**src/rtl/mac_4bit_tap_seq.sv**
```systemverilog
// Operand sequencer in front of the 4-bit MAC: groups valid/ready taps into
// N-tap jobs, drives registered MAC controls and returns the captured result.
module mac_4bit_tap_seq #(
  parameter int TAP_W = 4
) (
  input  logic             MAC_ACC_CLK,
  input  logic             acc_ff_rstn,
  input  logic             seq_abort,
  input  logic [TAP_W-1:0] cfg_taps,
  input  logic [5:0]       cfg_out_sel,
  input  logic             cfg_tc,
  input  logic             cfg_rnd,
  input  logic             cfg_sat,
  input  logic             in_valid,
  output logic             in_ready,
  input  logic [3:0]       in_oper,
  input  logic [3:0]       in_coef,
  output logic [3:0]       MAC_OPER_DATA,
  output logic [3:0]       MAC_COEF_DATA,
  output logic             EFPGA_MATHB_CLK_EN,
  output logic             MAC_ACC_CLEAR,
  output logic             MAC_ACC_RND,
  output logic             MAC_ACC_SAT,
  output logic             MAC_TC,
  output logic [5:0]       MAC_OUT_SEL,
  input  logic [3:0]       MAC_OUT,
  output logic             res_valid,
  input  logic             res_ready,
  output logic [3:0]       res_data,
  output logic             busy
);

  typedef enum logic [2:0] {
    ST_IDLE    = 3'd0,
    ST_RUN     = 3'd1,
    ST_FLUSH   = 3'd2,
    ST_CAPTURE = 3'd3,
    ST_RESULT  = 3'd4
  } state_t;

  localparam logic [TAP_W-1:0] TAP_ZERO = {TAP_W{1'b0}};
  localparam logic [TAP_W-1:0] TAP_ONE  = {{(TAP_W-1){1'b0}}, 1'b1};

  state_t           state_q, state_d;
  logic [TAP_W-1:0] tap_rem_q, tap_rem_d;
  logic [3:0]       oper_q, oper_d;
  logic [3:0]       coef_q, coef_d;
  logic             clk_en_q, clk_en_d;
  logic             clear_q, clear_d;
  logic             rnd_q, rnd_d;
  logic             sat_q, sat_d;
  logic             tc_q, tc_d;
  logic [5:0]       out_sel_q, out_sel_d;
  logic             res_valid_q, res_valid_d;
  logic [3:0]       res_data_q, res_data_d;
  logic             busy_q, busy_d;
  logic             in_ready_s;
  logic             accept_s;

  // Abort wins over any accept in the same cycle, so ready is gated by it.
  assign in_ready_s = ~seq_abort & ((state_q == ST_IDLE) | (state_q == ST_RUN));
  assign accept_s   = in_valid & in_ready_s;

  // Next-state and next-output logic for the job sequencer.
  always_comb begin
    state_d     = state_q;
    tap_rem_d   = tap_rem_q;
    oper_d      = oper_q;
    coef_d      = coef_q;
    clk_en_d    = 1'b0;
    clear_d     = 1'b0;
    rnd_d       = 1'b0;
    sat_d       = sat_q;
    tc_d        = tc_q;
    out_sel_d   = out_sel_q;
    res_valid_d = res_valid_q;
    res_data_d  = res_data_q;

    if (seq_abort) begin
      state_d     = ST_IDLE;
      tap_rem_d   = TAP_ZERO;
      res_valid_d = 1'b0;
    end else begin
      case (state_q)
        ST_IDLE: begin
          if (accept_s) begin
            oper_d    = in_oper;
            coef_d    = in_coef;
            clk_en_d  = 1'b1;
            clear_d   = ~cfg_rnd;
            rnd_d     = cfg_rnd;
            sat_d     = cfg_sat;
            tc_d      = cfg_tc;
            out_sel_d = cfg_out_sel;
            tap_rem_d = cfg_taps;
            state_d   = (cfg_taps != TAP_ZERO) ? ST_RUN : ST_FLUSH;
          end else begin
            state_d = ST_IDLE;
          end
        end
        ST_RUN: begin
          if (accept_s) begin
            oper_d    = in_oper;
            coef_d    = in_coef;
            clk_en_d  = 1'b1;
            tap_rem_d = tap_rem_q - TAP_ONE;
            state_d   = (tap_rem_q == TAP_ONE) ? ST_FLUSH : ST_RUN;
          end else begin
            state_d = ST_RUN;
          end
        end
        // The MAC performs its last update on this edge.
        ST_FLUSH: begin
          state_d = ST_CAPTURE;
        end
        ST_CAPTURE: begin
          res_data_d  = MAC_OUT;
          res_valid_d = 1'b1;
          state_d     = ST_RESULT;
        end
        ST_RESULT: begin
          if (res_ready) begin
            res_valid_d = 1'b0;
            state_d     = ST_IDLE;
          end else begin
            state_d = ST_RESULT;
          end
        end
        default: begin
          state_d     = ST_IDLE;
          tap_rem_d   = TAP_ZERO;
          res_valid_d = 1'b0;
        end
      endcase
    end

    busy_d = (state_d != ST_IDLE);
  end

  // State and output registers; the MAC shares this reset net.
  always_ff @(posedge MAC_ACC_CLK or negedge acc_ff_rstn) begin
    if (!acc_ff_rstn) begin
      state_q     <= ST_IDLE;
      tap_rem_q   <= TAP_ZERO;
      oper_q      <= 4'h0;
      coef_q      <= 4'h0;
      clk_en_q    <= 1'b0;
      clear_q     <= 1'b0;
      rnd_q       <= 1'b0;
      sat_q       <= 1'b0;
      tc_q        <= 1'b0;
      out_sel_q   <= 6'd0;
      res_valid_q <= 1'b0;
      res_data_q  <= 4'h0;
      busy_q      <= 1'b0;
    end else begin
      state_q     <= state_d;
      tap_rem_q   <= tap_rem_d;
      oper_q      <= oper_d;
      coef_q      <= coef_d;
      clk_en_q    <= clk_en_d;
      clear_q     <= clear_d;
      rnd_q       <= rnd_d;
      sat_q       <= sat_d;
      tc_q        <= tc_d;
      out_sel_q   <= out_sel_d;
      res_valid_q <= res_valid_d;
      res_data_q  <= res_data_d;
      busy_q      <= busy_d;
    end
  end

  assign in_ready           = in_ready_s;
  assign MAC_OPER_DATA      = oper_q;
  assign MAC_COEF_DATA      = coef_q;
  assign EFPGA_MATHB_CLK_EN = clk_en_q;
  assign MAC_ACC_CLEAR      = clear_q;
  assign MAC_ACC_RND        = rnd_q;
  assign MAC_ACC_SAT        = sat_q;
  assign MAC_TC             = tc_q;
  assign MAC_OUT_SEL        = out_sel_q;
  assign res_valid          = res_valid_q;
  assign res_data           = res_data_q;
  assign busy               = busy_q;

endmodule
```
**config.mk**
```make
export PLATFORM = sky130hd
export DESIGN_NAME = mac_4bit_tap_seq
export DESIGN_NICKNAME = d
export VERILOG_FILES = /design/src/rtl/mac_4bit_tap_seq.sv
export SDC_FILE = /design/constraint.sdc
export NUM_CORES = 1
export LEC_CHECK = 0
export BUFFER_PORTS_ARGS = -buffer_cell sky130_fd_sc_hd__clkbuf_2
export CORE_MARGIN = 2
export CORE_UTILIZATION = 33
export CTS_BUF_LIST = sky130_fd_sc_hd__clkbuf_8 sky130_fd_sc_hd__clkbuf_16
export CTS_CLUSTER_DIAMETER = 120
export DETAILED_ROUTE_END_ITERATION = 8
export PLACE_DENSITY = 0.64
export SYNTH_ARGS = -nofsm -noshare
export SYNTH_HDL_FRONTEND = slang
export SYNTH_SLANG_ARGS = --single-unit
```
**constraint.sdc**
```tcl
create_clock -name MAC_ACC_CLK -period 1.8 [get_ports MAC_ACC_CLK]
set_input_delay 0.54 -clock MAC_ACC_CLK [delete_from_list [all_inputs] [get_ports MAC_ACC_CLK]]
set_output_delay 0.54 -clock MAC_ACC_CLK [all_outputs]
set_load 0.1 [all_outputs]
```
==> flow_summary.json <==
{
  "unrepaired_setup_endpoints_after_global_routing": "true",
  "achievable-frequency_ghz": 0.567,
  "synth_cells": 129,
  "post_route_cells_drive_above_1_share": 0.467,
  "drc": 0,
  "grt_pass1_vias": 1130,
  "slowest_delay_ns": 0.46,
  "crit_end": "in_ready",
  "layout.cells.most_common": "clkbuf_2",
  "grt_max_degree": 33,
  "die-area_mm2": 0.00482,
  "whs_ns": 0.267,
  "path_clk_slew_ns": 0.07,
  "antenna-diode-count": 0,
  "drt-vias-per-instance": 4.72,
  "critPathMaxFanout": 6,
  "syn_avg_cell_area_um2": 10.9,
  "final-max-slew-violation-count": 0,
  "via_total_after_detailed_routing": 1157,
  "finalSetupViolations": 0,
  "tightestPinTransition_ns": 0.550,
  "endpoint_kind": "output port",
  "clock-skew-final_ns": 0.00451,
  "floorplan.initialDensity": 0.348,
  "top_usage_layer": "met2",
  "yosys_register_bits": 32,
  "global_route.usage.met3": 0.0320,
  "core_mm2": 0.00406,
  "pin_count": 56,
  "startpoint": "state_q[1]",
  "reg2reg_from": "state_q[1]",
  "die_h_um": 69.4,
  "placement_rows": 23,
  "drt_wl_total_um": 2950,
  "grt_pass1_wl_um": 4950,
  "min_period_ns": 1.76,
  "setup.reg_to_reg.worst_slack_ns": 0.17,
  "antenna_found_initial": 0,
  "max_slew_margin": 0.635,
  "crit_slowest_cell": "dfrtp_2",
  "run_status": "finished, final reports clean",
  "final-hold-violation-count": 0,
  "globalRouteOverflowTotal": 0,
  "drt_iter0_drc": 20,
  "cts_tree": "yes",
  "dp_hpwl_um": 2180,
  "cts.htree.levels": 2,
  "detail_route.wl_per_cell_um": 12.1,
  "postCtsHoldBufs": 0,
  "drt_pass1_iterations": 4,
  "ctsRootBufferMaster": "clkbuf_8",
  "rr_endpoint": "tap_rem_q[2]",
  "cell_area_after_synthesis_mm2": 0.00141,
  "crit_type": "reg -> out",
  "worst-endpoint-required_ns": 1.26,
  "numCtsBuffers": 5,
  "worst_skew_pair.late_latency_ns": 0.28,
  "ys_types": 32,
  "syn_to_final_growth_pct": 34.5,
  "min-delay-path-class": "in -> async",
  "yosysWarnings": 0,
  "cap_violations": 0,
  "cts.sink_count": 32,
  "final_nets": 226,
  "die_w_um": 69.4,
  "grtUsageMet2": 0.222,
  "min_period_over_period": 0.979,
  "worstPathArrival_ns": 1.22,
  "grt_usage": 0.130,
  "gr-usage-met1": 0.150,
  "final_antenna_net_count": 0,
  "mostFrequentLayoutCells": "clkbuf_2, dfrtp_1, nand2_1",
  "port_buffers": 55,
  "seq_area_frac_synth": 0.567,
  "worst_r2r_path_depth": 5,
  "cp-start-kind": "flop",
  "synthesis.nets": 161,
  "path_cells": "nor3_4 -> buf_12",
  "clock_path_buffers": 2,
  "gp_congestion": 0.786
}
cell usage after synthesis:
cell	instances	area, µm²
inv_1	5	18.8
o22ai_1	1	6.26
dfrtp_1	32	801
xnor2_1	1	8.76
a22o_1	1	8.76
nor3b_1	1	7.51
o21bai_1	1	7.51
nor4b_2	1	15.0
o21ai_0	6	30.0
o311a_1	1	10.0
nor2_1	7	26.3
a21boi_1	1	7.51
buf_6	1	11.3
nor4_1	2	12.5
clkbuf_1	2	7.51
buf_4	1	7.51
nand2_1	30	113
nand3b_1	1	7.51
a221oi_1	1	8.76
ha_1	2	25.0
nand2_2	1	6.26
or2_1	1	6.26
mux2_2	12	135
a211oi_2	1	12.5
a211oi_1	2	15.0
a2111oi_1	1	10.0
nor3_4	1	16.3
clkinv_2	1	5.00
mux2i_1	2	20.0
nand3_1	1	5.00
a21oi_1	5	25.0
buf_2	3	15.0
stage by stage:
step	setup WS [ns]	area [µm²]	setup TNS, ns	util	instances
final	0.0370	1900	0	0.468	245
after global routing	-0.00535	1900	-0.00535	0.468	245
after CTS	0.0337	1880	0	0.464	243
after detailed placement	0.178	1780	0	0.438	234
after global placement	0.183	1780	0	0.438	234
after floorplan	-0.407	1430	-7.32	-	129
how the worst min path moves through the flow:
stage / from / end / slack [ns]
3_5_place_dp: MAC_OPER_DATA[0] / MAC_OPER_DATA[0] / 0.47
3_3_place_gp: MAC_OPER_DATA[3] / MAC_OPER_DATA[3] / 0.46
5_1_grt: acc_ff_rstn / MAC_ACC_SAT / 0.30
6_report: acc_ff_rstn / MAC_ACC_SAT / 0.27
2_1_floorplan: acc_ff_rstn / EFPGA_MATHB_CLK_EN / 0.24
4_1_cts: acc_ff_rstn / MAC_ACC_CLEAR / 0.28
kinds of logic (layout without fill, tap and decap cells):
| logic type | after synthesis | count (layout) | share of synthesized area |
|---|---|---|---|
| and+or+nand+nor | 46 | 46 | 0.152 |
| DFF | 32 | 32 | 0.567 |
| AOI/OAI and AO/OA | 21 | 21 | 0.100 |
| muxes | 14 | 14 | 0.110 |
| buffers and inverters | 13 | 79 | 0.0461 |
| adders and majority gates | 2 | 2 | 0.0177 |
| xor gates and xnor gates | 1 | 1 | 0.00621 |
sequential cells by signal, summed over array words and instances (netlist names):
| signal | flops |
|---|---|
| MAC_OUT_SEL | 6 |
| tap_rem_q | 4 |
| res_data | 4 |
| EFPGA_MATHB_CLK_EN | 1 |
| MAC_OPER_DATA | 4 |
| MAC_COEF_DATA | 4 |
| MAC_ACC_CLEAR | 1 |
| state_q | 3 |
| MAC_ACC_RND | 1 |
| res_valid | 1 |
| MAC_TC | 1 |
| MAC_ACC_SAT | 1 |
| busy | 1 |
metal layers:
| metal | vias to the layer above | part of all wire |
|---|---|---|
| met5 | - | 0 |
| met4 | 0 | 0.0081 |
| met3 | 2 | 0.060 |
| met2 | 35 | 0.51 |
| met1 | 553 | 0.42 |
| li1 | 567 | - |
critical path, delay by kind of cell (launching register included):
| family | cells | cell delay [ns] |
|---|---|---|
| DFF | 1 | 0.46 |
| buffers and inverters | 1 | 0.21 |
| and+or+nand+nor | 1 | 0.27 |
cell type report:
| cell class | instances | area [µm²] |
|---|---|---|
| repair buffers | 65 | 365 |
| clock inverters | 2 | 11.3 |
| multi-input cells | 84 | 549 |
| fillers | 376 | 2160 |
| clock buffers | 6 | 82.6 |
| inverters | 6 | 23.8 |
| flip-flops and latches | 32 | 803 |
| well taps | 50 | 62.6 |
timing repair:
action,CTS,global route
resized for setup,1,1
endpoints found under the setup margin,1,1
endpoints found under the hold margin,0,0
buffers inserted,1,2
pin swaps,1,1
Power is not shown: default switching activity piles up to over one toggle a cycle in this logic, so the estimate is an artifact.
